File: config.mk
export PLATFORM = sky130hd
export DESIGN_NAME = riscv_biu_arbiter
export DESIGN_NICKNAME = d
export VERILOG_FILES = /design/src/rtl/riscv_biu_pkg.sv /design/src/rtl/riscv_biu_arbiter.sv
export SDC_FILE = /design/constraint.sdc
export NUM_CORES = 1
export LEC_CHECK = 0
export ABC_AREA = 1
export CORE_AREA = 2 2 321 323
export DETAILED_ROUTE_END_ITERATION = 16
export DIE_AREA = 0 0 323 325
export PLACE_DENSITY = 0.3
export SLEW_MARGIN = 15
export SYNTH_ARGS = -nofsm -noshare
export SYNTH_HDL_FRONTEND = slang
export SYNTH_SLANG_ARGS = --single-unit
File: constraint.sdc
create_clock -name HCLK -period 6.6 [get_ports HCLK]
set_clock_uncertainty 0.1 [all_clocks]
set_input_delay 1.65 -clock HCLK [delete_from_list [all_inputs] [get_ports HCLK]]
set_output_delay 1.65 -clock HCLK [all_outputs]
set_load 0.01 [all_outputs]
File: src/rtl/riscv_biu_pkg.sv
// Shared BIU definitions: burst-type encodings, beat-count helper and the arbiter state type.
package riscv_biu_pkg;

  localparam logic [2:0] SINGLE = 3'd0;
  localparam logic [2:0] INCR   = 3'd1;
  localparam logic [2:0] WRAP4  = 3'd2;
  localparam logic [2:0] INCR4  = 3'd3;
  localparam logic [2:0] WRAP8  = 3'd4;
  localparam logic [2:0] INCR8  = 3'd5;
  localparam logic [2:0] WRAP16 = 3'd6;
  localparam logic [2:0] INCR16 = 3'd7;

  typedef enum logic {IDLE, GRANT} arb_state_t;

  function automatic logic [4:0] biu_type2beats(input logic [2:0] btype);
    logic [4:0] beats;
    case (btype)
      SINGLE, INCR:   beats = 5'd1;
      WRAP4, INCR4:   beats = 5'd4;
      WRAP8, INCR8:   beats = 5'd8;
      WRAP16, INCR16: beats = 5'd16;
      default:        beats = 5'd1;
    endcase
    return beats;
  endfunction

endpackage

File: src/rtl/riscv_biu_arbiter.sv
// Two-master (fetch=0, data=1) to one-slave BIU arbiter; re-arbitrates only at burst
// boundaries with round-robin tie-break and lock hold.
module riscv_biu_arbiter
  import riscv_biu_pkg::*;
#(
  parameter int XLEN            = 64,
  parameter int PLEN            = 64,
  parameter int MAX_OUTSTANDING = 31
) (
  input  logic                       HCLK,
  input  logic                       HRESET,

  input  logic [1:0]                 m_biu_stb_i,
  input  logic [1:0][PLEN-1:0]       m_biu_adri_i,
  input  logic [1:0][2:0]            m_biu_size_i,
  input  logic [1:0][2:0]            m_biu_type_i,
  input  logic [1:0][2:0]            m_biu_prot_i,
  input  logic [1:0]                 m_biu_lock_i,
  input  logic [1:0]                 m_biu_we_i,
  input  logic [1:0][XLEN-1:0]       m_biu_d_i,
  output logic [1:0]                 m_biu_stb_ack_o,
  output logic [1:0]                 m_biu_d_ack_o,
  output logic [1:0]                 m_biu_ack_o,
  output logic [1:0]                 m_biu_err_o,
  output logic [1:0][XLEN-1:0]       m_biu_q_o,
  output logic [1:0][PLEN-1:0]       m_biu_adro_o,

  output logic                       biu_stb_o,
  output logic [PLEN-1:0]            biu_adri_o,
  output logic [2:0]                 biu_size_o,
  output logic [2:0]                 biu_type_o,
  output logic [2:0]                 biu_prot_o,
  output logic                       biu_lock_o,
  output logic                       biu_we_o,
  output logic [XLEN-1:0]            biu_d_o,
  input  logic                       biu_stb_ack_i,
  input  logic                       biu_d_ack_i,
  input  logic                       biu_ack_i,
  input  logic                       biu_err_i,
  input  logic [XLEN-1:0]            biu_q_i,
  input  logic [PLEN-1:0]            biu_adro_i
);

  localparam int CW = $clog2(MAX_OUTSTANDING + 1);
  localparam int SW = CW + 6;

  arb_state_t    state_q, state_d;
  logic          owner_q, owner_d;
  logic          last_q, last_d;
  logic [CW-1:0] pending_q, pending_d;
  logic [SW-1:0] pending_sum;
  logic [4:0]    beats;
  logic          in_grant;
  logic          release_grant;

  assign in_grant = (state_q == GRANT);

  // Request path: fields always follow the current owner; strobe/lock gated by state
  always_comb begin
    biu_adri_o = m_biu_adri_i[owner_q];
    biu_size_o = m_biu_size_i[owner_q];
    biu_type_o = m_biu_type_i[owner_q];
    biu_prot_o = m_biu_prot_i[owner_q];
    biu_we_o   = m_biu_we_i[owner_q];
    biu_d_o    = m_biu_d_i[owner_q];
    biu_lock_o = in_grant & m_biu_lock_i[owner_q];
    biu_stb_o  = in_grant & m_biu_stb_i[owner_q] & ~release_grant;
  end

  // Response path: handshakes to the owner only, data/address broadcast
  always_comb begin
    m_biu_stb_ack_o = 2'b00;
    m_biu_d_ack_o   = 2'b00;
    m_biu_ack_o     = 2'b00;
    m_biu_err_o     = 2'b00;
    if (in_grant) begin
      m_biu_stb_ack_o[owner_q] = biu_stb_ack_i;
      m_biu_d_ack_o[owner_q]   = biu_d_ack_i;
      m_biu_ack_o[owner_q]     = biu_ack_i;
      m_biu_err_o[owner_q]     = biu_err_i;
    end
    m_biu_q_o    = {biu_q_i, biu_q_i};
    m_biu_adro_o = {biu_adro_i, biu_adro_i};
  end

  always_comb begin
    beats       = biu_type2beats(biu_type_o);
    pending_sum = SW'(pending_q) + (biu_stb_ack_i ? SW'(beats) : '0);
    if (biu_ack_i && (pending_sum != '0)) begin
      pending_sum = pending_sum - SW'(1);
    end
    pending_d = biu_err_i ? '0 : pending_sum[CW-1:0];
  end

  // Release only on an idle boundary, and only if the owner is done or someone else waits
  always_comb begin
    release_grant = in_grant
                  && (pending_d == '0)
                  && !biu_stb_ack_i
                  && !m_biu_lock_i[owner_q]
                  && (!m_biu_stb_i[owner_q] || m_biu_stb_i[~owner_q]);
  end

  always_comb begin
    state_d = state_q;
    owner_d = owner_q;
    last_d  = last_q;
    case (state_q)
      IDLE: begin
        if (|m_biu_stb_i) begin
          state_d = GRANT;
          owner_d = (&m_biu_stb_i) ? ~last_q : m_biu_stb_i[1];
        end
      end
      GRANT: begin
        if (release_grant) begin
          state_d = IDLE;
          last_d  = owner_q;
        end
      end
      default: state_d = IDLE;
    endcase
  end

  always_ff @(posedge HCLK) begin
    if (HRESET) begin
      state_q   <= IDLE;
      owner_q   <= 1'b0;
      last_q    <= 1'b0;
      pending_q <= '0;
    end else begin
      state_q   <= state_d;
      owner_q   <= owner_d;
      last_q    <= last_d;
      pending_q <= pending_d;
    end
  end

  a_pending_overflow: assert property (@(posedge HCLK) disable iff (HRESET)
    (SW'(pending_q) + (biu_stb_ack_i ? SW'(beats) : '0)) <= SW'(MAX_OUTSTANDING));

  a_pending_underflow: assert property (@(posedge HCLK) disable iff (HRESET)
    !(biu_ack_i && !biu_stb_ack_i && (pending_q == '0)));

endmodule

==> results.py, run 1 <==
metrics = {
    "global_route": {
        "overflow": 0,
        "grt.met1_usage_pct": 6.30,
        "grt_first_pass_wirelength_um": 47500,
        "grt_pass1_vias": 5523,
        "grtUsageMet2_pct": 10.4,
        "grt_usage_pct": 6.69,
        "antenna_found_initial": 2,
        "grtUsageMet3_pct": 6.29,
        "grt-busiest-layer": "met2",
        "grt_max_degree": 77,
    },
    "synth": {
        "ys_ff_latch": 8,
        "synth.distinct_cells": 29,
        "postSynthCellCount": 832,
        "syn_avg_cell_area_um2": 5.32,
        "synth_area_um2": 4430,
        "synth-seq-area-share_pct": 3.62,
        "yosys_warnings": 0,
        "synthesis.nets": 1253,
    },
    "sta": {
        "slew-limit-headroom_pct": 35.5,
        "period_share_pct": 94.2,
        "rsz0062_at_grt": "no",
        "tightest_slew_ns": 0.968,
        "fin_setup_tns_ns": 0,
        "final_hold_viol_count": 0,
        "period_minus_slack_ns": 6.22,
        "setup_viol": 0,
        "clock.fmax_ghz": 0.161,
        "slew_viol_final": 0,
    },
    "place": {
        "post_dp_cell_area_um2": 8490,
        "place.gp.congestion": 0.697,
        "dp_hpwl_um": 33900,
        "io_buffers": 433,
    },
    "finish": {
        "layout_common_cells": "nand2_1 (440), clkdlybuf4s50_1 (432), inv_1 (23)",
        "final_common_cell": "nand2_1",
        "design_area_um2": 8580,
        "post-route-util_pct": 8.47,
        "fin_nets": 1412,
        "area_delta_synth_final_pct": 93.7,
        "drive_gt1_share_pct": 3.03,
    },
    "route": {
        "num_vias": 5415,
        "avgRoutedWirePerCell_um": 16.1,
        "viasPerCell": 2.30,
        "drt-initial-drc-count": 148,
        "drtPass1Iterations": 5,
        "ant_nets": 0,
        "drc": 0,
        "wirelength_um": 38000,
    },
    "power_and_ir_drop": {
        "power.density_nw_per_um2": 101,
        "ir_worst_vdd_uv": 56.2,
        "p_leak_nw": 3.44,
    },
    "die": {
        "die_area_um2": 105000,
        "die_x_um": 323,
        "die_h_um": 325,
        "core_area_um2": 101000,
        "ioPinCount": 818,
        "num_rows": 117,
        "start_util_pct": 4.37,
    },
    "setup_path": {
        "endpoint_kind": "primary output",
        "worstPathMaxFanout": 6,
        "critPathRequiredTime_ns": 4.85,
        "cp_data_arrival_time_ns": 4.47,
        "path_class": "input pin to primary output",
        "start_kind": "input pin",
    },
    "worst_hold_path": {
        "hold_path_class": "flop to flop",
    },
    "flow_run": {
        "drv_cap": 0,
    },
    "clock_network": {
        "postCtsSetupRepairBufs": 0,
        "htree_levels": 1,
        "cts_num_sinks": 8,
        "path_clk_slew_ns": 0.04,
        "clk_path_buf_depth": 2,
        "cts_tree": "done",
        "clkLatencyLatePin_ns": 0.23,
        "cts_buffers": 3,
        "cts_root_buffer": "clkbuf_16",
    },
    "run_status": {
        "status": "finished clean",
    },
}
==> final timing paths <==
kind         slack, ns                  from  depth (start not counted)                   to
max reg2reg       3.55  owner_q$_SDFFE_PP0P_                         21  in_grant$_SDFF_PP0_
max               0.38       m_biu_type_i[5]                         21            biu_stb_o
min reg2reg       0.45   last_q$_SDFFE_PP0P_                          4  last_q$_SDFFE_PP0P_
min               0.45   last_q$_SDFFE_PP0P_                          4  last_q$_SDFFE_PP0P_
==> per-layer routing <==
metal	up-vias	wire, um
met5	-	170
met4	4	757
met3	46	8160
met2	558	16100
met1	2266	12800
li1	2541	-
==> cells in the mapped netlist (all sizes together) <==
cell type        n  area, um2
xnor2            1       16.3
o211ai           1       7.51
clkbuf          27        101
nand4            2       12.5
or2              2       12.5
buf            261       1950
inv             24       90.1
nand2          445       1690
nor4             1       6.26
nand3           16        100
ha               7       87.6
a21oi            6       30.0
o21ai            2       10.0
nand3b           1       7.51
dfxtp            8        160
o21a             1       7.51
nor2            25        114
xor2             1       8.76
clkdlybuf4s25    1       10.0
==> final cells by class <==
| type | instances | area [um2] |
|---|---|---|
| antenna | 1 | 2.50 |
| inverter | 24 | 95.1 |
| sequential | 8 | 164 |
| tap | 1368 | 1710 |
| multi-input combinational | 511 | 2110 |
| fill | 12000 | 92700 |
| timing repair buffer | 443 | 4410 |
| clock buffer | 4 | 78.8 |
==> worst max-delay path, stage by stage <==
cell and delay (ns):
clkdlybuf4s50_1 0.40, or2_2 0.29, o21ai_0 0.11, inv_1 0.12
nor2_1 0.16, ha_1 0.19, ha_1 0.23, inv_1 0.10
ha_1 0.16, inv_1 0.06, nor2_4 0.12, nand2_4 0.08
nand2_4 0.07, nand2_1 0.08, nand3_2 0.09, nand2_2 0.05
nor2_2 0.12, nand2_1 0.08, nand2_1 0.08, nor2_1 0.04
dlymetal6s2s_1 0.18
==> registers in the layout (all words and copies together) (netlist names) <==
name       cells
pending_q      5
in_grant       1
last_q         1
owner_q        1
==> per-stage QoR <==
| stage | setup WS [ns] | instances | hold slack (ns) | power (mW) |
|---|---|---|---|---|
| 2_1_floorplan | 1.09 | 832 | 0.388 | 0.450 |
| 3_3_place_gp | 0.0633 | 2354 | 0.461 | 0.791 |
| 3_5_place_dp | 0.0377 | 2354 | 0.450 | 0.789 |
| 4_1_cts | 0.0239 | 2358 | 0.457 | 0.900 |
| 5_1_grt | 0.0682 | 2358 | 0.526 | 0.946 |
| 6_report | 0.381 | 2359 | 0.453 | 0.865 |
==> cells by family after synthesis <==
logic type	Yosys count	synth area share [%]
xor+xnor	2	0.565
simple gates	492	43.9
fa+ha+maj	7	1.98
compound gates	10	1.24
buf+inv	313	48.7
flops	8	3.62
==> power by group <==
group | leakage, nW | switching [mW] | internal (mW) | total [mW]
Sequential | 0.0662 | 0.00550 | 0.0533 | 0.0588
Combinational | 3.33 | 0.336 | 0.367 | 0.703
Clock | 0.0382 | 0.0232 | 0.0804 | 0.104
==> timing repair <==
action / 4_1_cts / 5_1_grt
hold buffers: 0 / 0
gates resized for setup: 0 / 1
setup endpoints to repair: 0 / 1
Note: power is estimated with default switching activity, not from simulation.
==> run 2, diff against run 1 <==
--- a/config.mk
+++ b/config.mk
@@ -10,6 +10,7 @@
 export DETAILED_ROUTE_END_ITERATION = 16
 export DIE_AREA = 0 0 323 325
 export PLACE_DENSITY = 0.3
+export SKIP_CTS_REPAIR_TIMING = 1
 export SLEW_MARGIN = 15
 export SYNTH_ARGS = -nofsm -noshare
 export SYNTH_HDL_FRONTEND = slang
==> results of run 2 <==
Same layout as run 1: the final DEF is identical, and so are final timing and power.
